### config.mk
export PLATFORM = sky130hd
export DESIGN_NAME = weight_pingpong_loader_flat
export DESIGN_NICKNAME = d
export VERILOG_FILES = /design/src/rtl/weight_pingpong_loader_pkg.sv /design/src/rtl/weight_pingpong_loader_if.sv /design/src/rtl/weight_pingpong_loader_bank_flags.sv /design/src/rtl/weight_pingpong_loader.sv /design/src/flat_wrapper.sv
export SDC_FILE = /design/constraint.sdc
export NUM_CORES = 1
export LEC_CHECK = 0
export ABC_CLOCK_PERIOD_IN_PS = 5700
export CAP_MARGIN = 10
export CORE_MARGIN = 5
export CORE_UTILIZATION = 53
export CTS_BUF_LIST = sky130_fd_sc_hd__clkbuf_4 sky130_fd_sc_hd__clkbuf_8 sky130_fd_sc_hd__clkbuf_16
export DETAILED_ROUTE_END_ITERATION = 8
export PLACE_DENSITY = 0.91
export SETUP_SLACK_MARGIN = 0.02
export SYNTH_ARGS = -nofsm -noshare
export SYNTH_HDL_FRONTEND = slang
export SYNTH_HIERARCHICAL = 1
export SYNTH_SLANG_ARGS = --single-unit
export TNS_END_PERCENT = 50
### constraint.sdc
create_clock -name clk -period 5.7 [get_ports clk]
set_input_delay 1.14 -clock clk [delete_from_list [all_inputs] [get_ports clk]]
set_output_delay 1.14 -clock clk [all_outputs]
set_load 0.01 [all_outputs]
### src/rtl/weight_pingpong_loader_pkg.sv
// Shared definitions for the weight ping-pong loader; the state encoding and
// default widths are reused by Tile control and the Weight SRAM.
package weight_pingpong_loader_pkg;

    localparam int DEF_DATA_W = 32;
    localparam int DEF_ADDR_W = 12;
    localparam int DEF_CNT_W  = 8;

    typedef enum logic [1:0] {
        ST_IDLE      = 2'd0,
        ST_FILL      = 2'd1,
        ST_WAIT_BANK = 2'd2,
        ST_DONE      = 2'd3
    } loader_state_e;

    // Clamp a requested macro length to the bank depth.
    function automatic logic [31:0] sat_rmc(input logic [31:0] rmc, input logic [31:0] depth);
        logic [31:0] res;
        if (rmc > depth) begin
            res = depth;
        end else begin
            res = rmc;
        end
        return res;
    endfunction

endpackage

### src/rtl/weight_pingpong_loader_if.sv
// Upstream weight stream plus Weight SRAM write port of the loader.
interface weight_pingpong_loader_if
    import weight_pingpong_loader_pkg::*;
#(
    parameter int DATA_W = DEF_DATA_W,
    parameter int ADDR_W = DEF_ADDR_W
);
    logic              in_valid;
    logic [DATA_W-1:0] in_data;
    logic              in_ready;
    logic              wr_en;
    logic              wr_bank;
    logic [ADDR_W-1:0] wr_addr;
    logic [DATA_W-1:0] wr_data;

    modport master (
        output in_valid, in_data,
        input  in_ready, wr_en, wr_bank, wr_addr, wr_data
    );

    modport slave (
        input  in_valid, in_data,
        output in_ready, wr_en, wr_bank, wr_addr, wr_data
    );
endinterface

### src/rtl/weight_pingpong_loader_bank_flags.sv
// Two ping-pong bank full flags (set beats clear) with availability lookup
// for a selected target bank.
module pingpong_bank_flags (
    input  logic       clk,
    input  logic       RSTn,
    input  logic       set_en,
    input  logic       set_bank,
    input  logic [1:0] clr,
    input  logic       sel,
    output logic [1:0] full,
    output logic       sel_avail
);
    logic [1:0] full_r;
    logic [1:0] set_s;

    // Decode the one-hot set request for the bank being completed.
    always_comb begin
        set_s = 2'b00;
        if (set_en) begin
            set_s = set_bank ? 2'b10 : 2'b01;
        end else begin
            set_s = 2'b00;
        end
    end

    // Flag register: a set on the same edge as a clear keeps the bank full.
    always_ff @(posedge clk or negedge RSTn) begin
        if (!RSTn) begin
            full_r <= 2'b00;
        end else begin
            full_r <= set_s | (full_r & ~clr);
        end
    end

    assign full      = full_r;
    // A bank being consumed this cycle is usable from the next edge on.
    assign sel_avail = !full_r[sel] || clr[sel];

endmodule

### src/rtl/weight_pingpong_loader.sv
// Streams weight words into alternating Weight SRAM banks, one macro per bank,
// stalling while the next bank still holds an unconsumed macro.
module weight_pingpong_loader
    import weight_pingpong_loader_pkg::*;
#(
    parameter int DATA_W = DEF_DATA_W,
    parameter int ADDR_W = DEF_ADDR_W,
    parameter int CNT_W  = DEF_CNT_W
) (
    input  logic                   clk,
    input  logic                   RSTn,
    input  logic                   start,
    input  logic [31:0]            rmc_of_each_macro,
    input  logic [CNT_W-1:0]       num_macros,
    weight_pingpong_loader_if.slave bus,
    input  logic [1:0]             bank_consumed,
    output logic [1:0]             bank_full,
    output logic                   busy,
    output logic                   done
);
    localparam int          WC_W  = ADDR_W + 1;
    localparam int          MC_W  = CNT_W + 1;
    localparam logic [31:0] DEPTH = 32'd1 << ADDR_W;

    loader_state_e     state_r;
    logic              fill_bank_r;
    logic              last_bank_r;
    logic [WC_W-1:0]   rmc_r;
    logic [WC_W-1:0]   word_cnt_r;
    logic [CNT_W-1:0]  nmac_r;
    logic [CNT_W-1:0]  macro_cnt_r;
    logic              wr_en_r;
    logic              wr_bank_r;
    logic [ADDR_W-1:0] wr_addr_r;
    logic [DATA_W-1:0] wr_data_r;
    logic              busy_r;
    logic              done_r;

    logic              in_ready_s;
    logic              xfer_s;
    logic              last_word_s;
    logic              last_macro_s;
    logic              tgt_bank_s;
    logic              tgt_avail_s;
    logic [1:0]        full_s;

    assign in_ready_s   = (state_r == ST_FILL) && !full_s[fill_bank_r];
    assign xfer_s       = bus.in_valid && in_ready_s;
    assign last_word_s  = (word_cnt_r == (rmc_r - WC_W'(1'b1)));
    assign last_macro_s = (({1'b0, macro_cnt_r} + MC_W'(1'b1)) == {1'b0, nmac_r});

    // Bank whose availability decides the next transition in each state.
    always_comb begin
        tgt_bank_s = fill_bank_r;
        case (state_r)
            ST_IDLE: tgt_bank_s = ~last_bank_r;
            ST_FILL: tgt_bank_s = ~fill_bank_r;
            default: tgt_bank_s = fill_bank_r;
        endcase
    end

    pingpong_bank_flags u_flags (
        .clk       (clk),
        .RSTn      (RSTn),
        .set_en    (xfer_s && last_word_s),
        .set_bank  (fill_bank_r),
        .clr       (bank_consumed),
        .sel       (tgt_bank_s),
        .full      (full_s),
        .sel_avail (tgt_avail_s)
    );

    // Loader FSM with its counters and the registered SRAM write port.
    always_ff @(posedge clk or negedge RSTn) begin
        if (!RSTn) begin
            state_r     <= ST_IDLE;
            fill_bank_r <= 1'b0;
            last_bank_r <= 1'b1;
            rmc_r       <= {WC_W{1'b0}};
            word_cnt_r  <= {WC_W{1'b0}};
            nmac_r      <= {CNT_W{1'b0}};
            macro_cnt_r <= {CNT_W{1'b0}};
            wr_en_r     <= 1'b0;
            wr_bank_r   <= 1'b0;
            wr_addr_r   <= {ADDR_W{1'b0}};
            wr_data_r   <= {DATA_W{1'b0}};
            busy_r      <= 1'b0;
            done_r      <= 1'b0;
        end else begin
            wr_en_r <= xfer_s;
            done_r  <= 1'b0;
            if (xfer_s) begin
                wr_bank_r <= fill_bank_r;
                wr_addr_r <= word_cnt_r[ADDR_W-1:0];
                wr_data_r <= bus.in_data;
            end
            case (state_r)
                ST_IDLE: begin
                    if (start) begin
                        rmc_r       <= WC_W'(sat_rmc(rmc_of_each_macro, DEPTH));
                        nmac_r      <= num_macros;
                        word_cnt_r  <= {WC_W{1'b0}};
                        macro_cnt_r <= {CNT_W{1'b0}};
                        fill_bank_r <= ~last_bank_r;
                        busy_r      <= 1'b1;
                        if (rmc_of_each_macro == 32'd0 || num_macros == {CNT_W{1'b0}}) begin
                            state_r <= ST_DONE;
                            done_r  <= 1'b1;
                        end else if (!tgt_avail_s) begin
                            state_r <= ST_WAIT_BANK;
                        end else begin
                            state_r <= ST_FILL;
                        end
                    end else begin
                        busy_r <= 1'b0;
                    end
                end
                ST_FILL: begin
                    if (xfer_s && last_word_s) begin
                        word_cnt_r  <= {WC_W{1'b0}};
                        last_bank_r <= fill_bank_r;
                        fill_bank_r <= ~fill_bank_r;
                        macro_cnt_r <= macro_cnt_r + CNT_W'(1'b1);
                        if (last_macro_s) begin
                            state_r <= ST_DONE;
                            done_r  <= 1'b1;
                        end else if (!tgt_avail_s) begin
                            state_r <= ST_WAIT_BANK;
                        end else begin
                            state_r <= ST_FILL;
                        end
                    end else if (xfer_s) begin
                        word_cnt_r <= word_cnt_r + WC_W'(1'b1);
                    end else begin
                        word_cnt_r <= word_cnt_r;
                    end
                end
                ST_WAIT_BANK: begin
                    if (tgt_avail_s) begin
                        state_r <= ST_FILL;
                    end else begin
                        state_r <= ST_WAIT_BANK;
                    end
                end
                ST_DONE: begin
                    state_r <= ST_IDLE;
                    busy_r  <= 1'b0;
                end
                default: begin
                    state_r <= ST_IDLE;
                    busy_r  <= 1'b0;
                end
            endcase
        end
    end

    assign bus.in_ready = in_ready_s;
    assign bus.wr_en    = wr_en_r;
    assign bus.wr_bank  = wr_bank_r;
    assign bus.wr_addr  = wr_addr_r;
    assign bus.wr_data  = wr_data_r;
    assign bank_full    = full_s;
    assign busy         = busy_r;
    assign done         = done_r;

endmodule

### src/flat_wrapper.sv
// flat-port wrapper written by rule: the top's interface ports become plain ports
module weight_pingpong_loader_flat import weight_pingpong_loader_pkg::*;
#(
    parameter int DATA_W = DEF_DATA_W,
    parameter int ADDR_W = DEF_ADDR_W,
    parameter int CNT_W  = DEF_CNT_W
)
  (clk, RSTn, start, rmc_of_each_macro, num_macros, bank_consumed, bank_full, busy, done, bus_in_valid, bus_in_data, bus_in_ready, bus_wr_en, bus_wr_bank, bus_wr_addr, bus_wr_data);
  weight_pingpong_loader_if #(.DATA_W(DATA_W), .ADDR_W(ADDR_W)) bus_i ();
  input  logic clk;
  input  logic RSTn;
  input  logic start;
  input  logic [31:0] rmc_of_each_macro;
  input  logic [CNT_W-1:0] num_macros;
  input  logic [1:0] bank_consumed;
  output logic [1:0] bank_full;
  output logic busy;
  output logic done;
  input wire logic [$bits(bus_i.in_valid)-1:0] bus_in_valid;
  input wire logic [$bits(bus_i.in_data)-1:0] bus_in_data;
  output wire logic [$bits(bus_i.in_ready)-1:0] bus_in_ready;
  output wire logic [$bits(bus_i.wr_en)-1:0] bus_wr_en;
  output wire logic [$bits(bus_i.wr_bank)-1:0] bus_wr_bank;
  output wire logic [$bits(bus_i.wr_addr)-1:0] bus_wr_addr;
  output wire logic [$bits(bus_i.wr_data)-1:0] bus_wr_data;
  assign bus_i.in_valid = bus_in_valid;
  assign bus_i.in_data = bus_in_data;
  assign bus_in_ready = bus_i.in_ready;
  assign bus_wr_en = bus_i.wr_en;
  assign bus_wr_bank = bus_i.wr_bank;
  assign bus_wr_addr = bus_i.wr_addr;
  assign bus_wr_data = bus_i.wr_data;
  weight_pingpong_loader #(.DATA_W(DATA_W), .ADDR_W(ADDR_W), .CNT_W(CNT_W)) u_core (.clk(clk), .RSTn(RSTn), .start(start), .rmc_of_each_macro(rmc_of_each_macro), .num_macros(num_macros), .bus(bus_i), .bank_consumed(bank_consumed), .bank_full(bank_full), .busy(busy), .done(done));
endmodule
==> results.toml, run 1 <==
[final_layout]
layout_commonest_cell = "clkdlybuf4s50_1"
final_util = 0.7099
synthToLayoutAreaGrowth_pct = 32.48
final_cell_mix = "clkdlybuf4s50_1, nand2_1, dfrtp_1, nor2_1, xnor2_1"
drive_above_1_share = 0.08333
antennaDiodeCount = 0
layout.nets = 705

[power_and_ir_drop]
net-switching-power_mw = 0.8992
pwr-share-seq = 0.410
p_leak_nw = 2.850
power.density_nw_per_um2 = 387.4
combPwrFrac = 0.408
ir_drop_v = 0.0002225
power.internal_mw = 1.594
swShare = 0.3607
clockPowerShare = 0.182

[critical_path]
crit_path_max_fanout = 51
arrival_ns = 3.60
reg2reg_depth = 9
cp-end-kind = "register"
crit_required_ns = 5.94
worst_r2r_endpoint = "u_core/word_cnt_r[5]$_DFFE_PN0P_"
startpoint = "bus_in_valid"
critical_path.startpoint_type = "input port"
reg2reg_slack_ns = 2.46
r2r_start = "u_core/state_r[1]$_DFFE_PN0P_"
critPathKind = "input port to register"

[die]
io_pins = 129
rows = 35
start_util = 0.5358
die_w_um = 105.7
die-height_um = 105.7
core_area_um2 = 9065
dieArea_um2 = 11180

[placed_design]
dp_slack_ns = 1.957
dp_hpwl_um = 9197
gp_congestion = 0.8904
portBuffers = 128

[logic_synthesis]
synth_xor_area_frac = 0.06955
ys_seq_area_frac = 0.4948
ys.flop_type = "dfrtp_1"
synth.area.mux_share = 0.05873
synth_top_family_by_area = "simple AND/OR/NAND/NOR gates"
synth_cell_type_count = 63
syn_area_um2 = 4857
syn_area_per_cell_um2 = 9.695
syn_inst = 501
synth_edf_count = 0
ys_ff_latch = 96
synthAdderAreaFrac = 0.01803
syn-num-nets = 586
synthSimpleGateAreaFrac = 0.2025
ys_warn_count = 6
synthArstFlopShare = 1.000
synth_compound_area_frac = 0.1180

[detailed_routing]
routedWlPerCell_um = 16.38
vias_per_cell = 5.650
dr_total_vias = 4153
drtIter0Drc = 187
drc_errors = 0
firstDrtPassIters = 5
drtAntennaViolNets = 0
drt-total-wl_um = 12040

[clock_network]
clkLatencyLatePin_ns = 0.38
post_cts_buffers = 0
numCtsBuffers = 9
clkSinkCount = 96
path_clk_slew_ns = 0.10
cts_tree = "done"
cts.htree.levels = 3
cts_root_buffer = "clkbuf_8"
cts_resized = 0
cts.path.max_buffers = 2
hold_buffers = 0

[timing]
final-setup-viol-count = 0
max_freq_mhz = 297.7
rsz0062_at_grt = "false"
period_share = 0.5893
drv_slew = 0
fin_ws_ns = 2.341
worstMarginPinSlew_ns = 1.133
timing.final.hold_violations = 0
relSlewSlack = 0.2431
period_minus_slack_ns = 3.359
fin_setup_tns_ns = 0
clock_skew_ns = 0.01696

[global_routing]
grt_pass1_wl_um = 19800
overflow = 0
grt_use_total = 0.2168
grt_start_max_net_pins = 91
antenna_found_initial = 0
grt_pass1_vias = 4200

[min_path]
hold_start = "u_core/bus.wr_data[28]$_DFFE_PN0P_"
min_to = "u_core/bus.wr_data[28]$_DFFE_PN0P_"
hold_depth = 2
min_path_type = "register to register"

[outcome]
status = "completed"

[flow_run]
max-cap-violations = 0
synth_stat cells, types with 2 or more instances:
master | count | area (um^2)
nand2_1 | 121 | 454.2
dfrtp_1 | 95 | 2377
nor2_1 | 25 | 93.84
xnor2_1 | 23 | 201.4
clkbuf_1 | 21 | 78.83
inv_1 | 20 | 75.07
mux2_2 | 20 | 225.2
nor4_1 | 15 | 93.84
o21ai_0 | 14 | 70.07
a22o_1 | 13 | 113.9
xor2_1 | 13 | 113.9
nand3_1 | 11 | 55.05
ha_1 | 7 | 87.58
nor3_1 | 7 | 35.03
a21oi_1 | 6 | 30.03
mux2i_1 | 6 | 60.06
nand4_1 | 6 | 37.54
nand2b_1 | 5 | 31.28
o22ai_1 | 5 | 31.28
o2bb2ai_1 | 5 | 43.79
nor2b_1 | 4 | 25.02
o31ai_1 | 4 | 30.03
a221o_1 | 3 | 30.03
and2_1 | 3 | 18.77
or3_1 | 3 | 18.77
or4_1 | 3 | 22.52
a211oi_1 | 2 | 15.01
buf_2 | 2 | 10.01
nand3b_1 | 2 | 15.01
o2111ai_1 | 2 | 17.52
o22a_1 | 2 | 17.52
o41ai_1 | 2 | 17.52
metal layers:
| metal | vias to the layer above | part of all wire | track usage |
|---|---|---|---|
| met5 | - | 0 | 0 |
| met4 | 0 | 0.017 | 0.07863 |
| met3 | 20 | 0.078 | 0.04532 |
| met2 | 188 | 0.48 | 0.3661 |
| met1 | 1979 | 0.43 | 0.2758 |
| li1 | 1966 | - | - |
worst max-delay path, stage by stage:
cell	delay [ns]
clkdlybuf4s50_1	0.47
nand3_2	0.06
buf_4	0.31
nor3_1	0.30
o2111ai_1	0.19
or3_1	0.52
a21oi_2	0.47
nor2_1	0.11
state kept, by name, summed over array words and instances, names as in the netlist, 2 cells and up:
signal,count
u_core/bus.wr_data,32
u_core/rmc_r,13
u_core/word_cnt_r,13
u_core/bus.wr_addr,12
u_core/macro_cnt_r,8
u_core/nmac_r,8
u_core/state_r,2
u_core/u_flags/full,2
power by group through the flow:
stage                     clock network (mW)  logic (mW)  registers (mW)
after floorplan                            0       0.517            1.06
after global placement                     0       0.962            1.02
after detailed placement                   0        1.01            1.03
after CTS                              0.463        1.01            1.02
after global routing                   0.493        1.11            1.05
final                                  0.454        1.02            1.02
how the worst max path moves through the flow:
stage | slack [ns] | endpoint
after global placement | 2.05 | u_core/word_cnt_r[11]$_DFFE_PN0P_
after CTS | 2.35 | bus_in_ready
after global routing | 2.17 | u_core/word_cnt_r[4]$_DFFE_PN0P_
after floorplan | 2.95 | u_core/macro_cnt_r[3]$_DFFE_PN0P_
after detailed placement | 1.96 | u_core/word_cnt_r[5]$_DFFE_PN0P_
final | 2.34 | u_core/word_cnt_r[5]$_DFFE_PN0P_
area by class of cell:
type                            instances  area [um^2]
Inverter                               21        78.83
Clock inverter                          6        75.07
Multi-Input combinational cell        359         2278
Sequential cell                        96         2404
Tap cell                              111        138.9
Clock buffer                            9        123.9
Fill cell                             647         2630
Timing Repair Buffer                  133         1336
logic make-up (layout without fill, tap and decap cells):
family,count (synthesis),count (layout)
buffers and inverters,46,169
XOR/XNOR,37,37
flip-flops,96,96
AO/OA/AOI/OAI,75,75
multiplexers,26,26
AND/OR/NAND/NOR,214,214
adder cells (fa/ha/maj),7,7
stage by stage:
stage | power, mW | cell area [um^2] | cells | hold WS [ns]
2_1_floorplan | 1.573 | 4857 | 501 | 0.4557
3_3_place_gp | 1.981 | 6208 | 719 | 0.4572
3_5_place_dp | 2.046 | 6208 | 719 | 0.4619
4_1_cts | 2.497 | 6407 | 734 | 0.4868
5_1_grt | 2.646 | 6435 | 735 | 0.5140
6_report | 2.493 | 6435 | 735 | 0.4854
Note: power is estimated with default switching activity, not from simulation.
==> run 2, diff against run 1 <==
--- a/config.mk
+++ b/config.mk
@@ -5,13 +5,13 @@
 export SDC_FILE = /design/constraint.sdc
 export NUM_CORES = 1
 export LEC_CHECK = 0
-export ABC_CLOCK_PERIOD_IN_PS = 5700
+export ABC_CLOCK_PERIOD_IN_PS = 3000
 export CAP_MARGIN = 10
 export CORE_MARGIN = 5
-export CORE_UTILIZATION = 53
+export CORE_UTILIZATION = 44
 export CTS_BUF_LIST = sky130_fd_sc_hd__clkbuf_4 sky130_fd_sc_hd__clkbuf_8 sky130_fd_sc_hd__clkbuf_16
 export DETAILED_ROUTE_END_ITERATION = 8
-export PLACE_DENSITY = 0.91
+export PLACE_DENSITY = 0.81
 export SETUP_SLACK_MARGIN = 0.02
 export SYNTH_ARGS = -nofsm -noshare
 export SYNTH_HDL_FRONTEND = slang
==> constraint.sdc (replaced) <==
create_clock -name clk -period 3 [get_ports clk]
set_input_delay 0.6 -clock clk [delete_from_list [all_inputs] [get_ports clk]]
set_output_delay 0.6 -clock clk [all_outputs]
set_load 0.01 [all_outputs]
==> run 2 against run 1 <==
- worst setup slack worse by 2.2 ns
- design area is 2.3% higher
- count of clock-buffer cells in the layout is 2 higher
- cell count is 5.2% higher
- combinational power is 91% higher
- total power is 95% higher
- critical path type is now register to register
- critical endpoint is now u_core/macro_cnt_r[5]$_DFFE_PN0P_
==> results.toml, run 2 (synthesis results as in run 1) <==
[outcome]
status = "completed"

[critical_path]
worst_r2r_endpoint = "u_core/macro_cnt_r[5]$_DFFE_PN0P_"
arrival_ns = 3.13
crit_required_ns = 3.25
cp-endpoint = "u_core/macro_cnt_r[5]$_DFFE_PN0P_"
critical_path.startpoint_type = "register"
cp.depth = 8
r2r_start = "u_core/rmc_r[1]$_DFFE_PN0P_"
crit_buf_inv = 1
cp-end-kind = "register"
cpPeakStageDelay_ns = 0.65
reg2reg_depth = 8
crit_path_max_fanout = 12
critPathKind = "register to register"
critPathTopFamily = "simple AND/OR/NAND/NOR gates"
startpoint = "u_core/rmc_r[1]$_DFFE_PN0P_"
critical_path.cell_chain = "or4_1, nor3_2, mux2i_1, a21boi_4, nor4b_2, buf_4, a21oi_1, a221o_1"
cpMaxStageDelayCell = "or4_1"
reg2reg_slack_ns = 0.12

[detailed_routing]
drt-total-wl_um = 11910
vias_per_cell = 5.300
drtAntennaViolNets = 0
wl_met1_um = 5365
firstDrtPassIters = 4
dr_total_vias = 4097
drtIter0Drc = 260
routedWlPerCell_um = 15.41
wl_met2_um = 5356
drc_errors = 0
wl_met3_um = 1000
routed.top_layer = "met4"

[die]
io_pins = 129
core_area_um2 = 10840
die_w_um = 115.1
dieArea_um2 = 13240
start_util = 0.4481
die-height_um = 115.1
rows = 38

[min_path]
min_path_type = "input port to asynchronous set/reset pin"

[timing]
period_share = 0.9602
worstMarginPinSlew_ns = 0.5084
fin_setup_tns_ns = 0
clock_skew_ns = 0.005945
final-setup-viol-count = 0
drv_slew = 0
rsz0062_at_grt = "false"
relSlewSlack = 0.6611
timing.final.hold_violations = 0
holdWs_ns = 0.2617
period_minus_slack_ns = 2.881
max_freq_mhz = 347.1

[placed_design]
dp_hpwl_um = 8999
portBuffers = 128
dpl.cell_count = 757
gp_congestion = 0.8924

[power_and_ir_drop]
net-switching-power_mw = 1.677
p_leak_nw = 2.915
swShare = 0.3448
power.density_nw_per_um2 = 739.3
combPwrFrac = 0.401
ir_drop_v = 0.0004371
clockPowerShare = 0.201
power.internal_mw = 3.187
power_mw = 4.865
pwr-share-seq = 0.398

[clock_network]
cts_tree = "done"
clkLatencyLatePin_ns = 0.36
cts.htree.levels = 3
cts_root_buffer = "clkbuf_8"
path_clk_slew_ns = 0.09
post_cts_buffers = 0
clkSinkCount = 96
cts.path.max_buffers = 2
hold_buffers = 0
cts_resized = 0
numCtsBuffers = 9

[global_routing]
antenna_found_initial = 0
grt_pass1_vias = 4147
grt_pass1_wl_um = 19670
grt_use_total = 0.1835
grt_start_max_net_pins = 97
overflow = 0

[final_layout]
finalNonFillerCells = 773
layout.nets = 713
layout_commonest_cell = "clkdlybuf4s50_1"
largest_reg_flops = 32
drive_above_1_share = 0.1011
final_util = 0.6070
synthToLayoutAreaGrowth_pct = 35.47
final_cell_mix = "clkdlybuf4s50_1, nand2_1, dfrtp_1, nor2_1, xnor2_1"
antennaDiodeCount = 0

[flow_run]
max-cap-violations = 0
[run 2: cell count changes in the layout (fill, tap and decap cells not counted), sizes merged]
cell,before,now
clkinv,1,2
buf,6,14
clkbuf,9,11
bufinv,1,2
clkinvlp,1,0
inv,24,22
[run 2: power groups by stage]
stage                     Clock [mW]  Combinational (mW)  Sequential (mW)
after detailed placement           0                1.96             1.96
after global placement             0                1.89             1.94
after global routing            1.07                2.16             1.99
after floorplan                    0               0.982             2.01
final                          0.978                1.95             1.93
after CTS                       1.00                1.97             1.93
[run 2: how the worst min path moves through the flow]
stage / start / endpoint / slack (ns) / depth (start not counted)
global placement: u_core/bus.wr_data[31]$_DFFE_PN0P_ / u_core/bus.wr_data[31]$_DFFE_PN0P_ / 0.46 / 2
detailed placement: u_core/bus.wr_data[0]$_DFFE_PN0P_ / u_core/bus.wr_data[0]$_DFFE_PN0P_ / 0.46 / 2
finish: RSTn / u_core/bus.wr_data[10]$_DFFE_PN0P_ / 0.26 / 2
global route: RSTn / u_core/bus.wr_data[10]$_DFFE_PN0P_ / 0.31 / 2
floorplan: RSTn / u_core/bus.wr_addr[0]$_DFFE_PN0P_ / 0.30 / 0
CTS: RSTn / u_core/bus.wr_data[10]$_DFFE_PN0P_ / 0.29 / 2
[run 2: metal layers]
layer | track usage | vias up
met4 | 0.06338 | 0
li1 | - | 1994
met3 | 0.04158 | 15
met1 | 0.2488 | 1917
met5 | 0 | -
met2 | 0.2913 | 171
[run 2: final cells by class]
cell class,instances,area [um^2]
well taps,140,175.2
multi-input cells,359,2296
flip-flops and latches,96,2404
clock buffers,11,151.4
clock inverters,5,86.33
inverters,21,78.83
fillers,920,4260
repair buffers,141,1389
[run 2: metrics by stage]
step / cell area (um^2) / setup slack (ns)
after global placement: 6325 / 0.1759
after global routing: 6580 / 0.009163
after floorplan: 4857 / 0.2484
after detailed placement: 6325 / 0.07234
final: 6580 / 0.1193
after CTS: 6563 / 0.06036
[run 2: worst register-to-register path, stage by stage, from the launching register on]
cell	delay [ns]
dfrtp_1	0.42
or4_1	0.65
nor3_2	0.27
mux2i_1	0.32
a21boi_4	0.13
nor4b_2	0.37
buf_4	0.26
a21oi_1	0.09
a221o_1	0.27
==> run 3, diff against run 2 <==
--- a/config.mk
+++ b/config.mk
@@ -5,6 +5,7 @@
 export SDC_FILE = /design/constraint.sdc
 export NUM_CORES = 1
 export LEC_CHECK = 0
+export ABC_AREA = 0
 export ABC_CLOCK_PERIOD_IN_PS = 3000
 export CAP_MARGIN = 10
 export CORE_MARGIN = 5
==> results of run 3 <==
No change in the layout: final DEF, timing and power equal those of run 2.
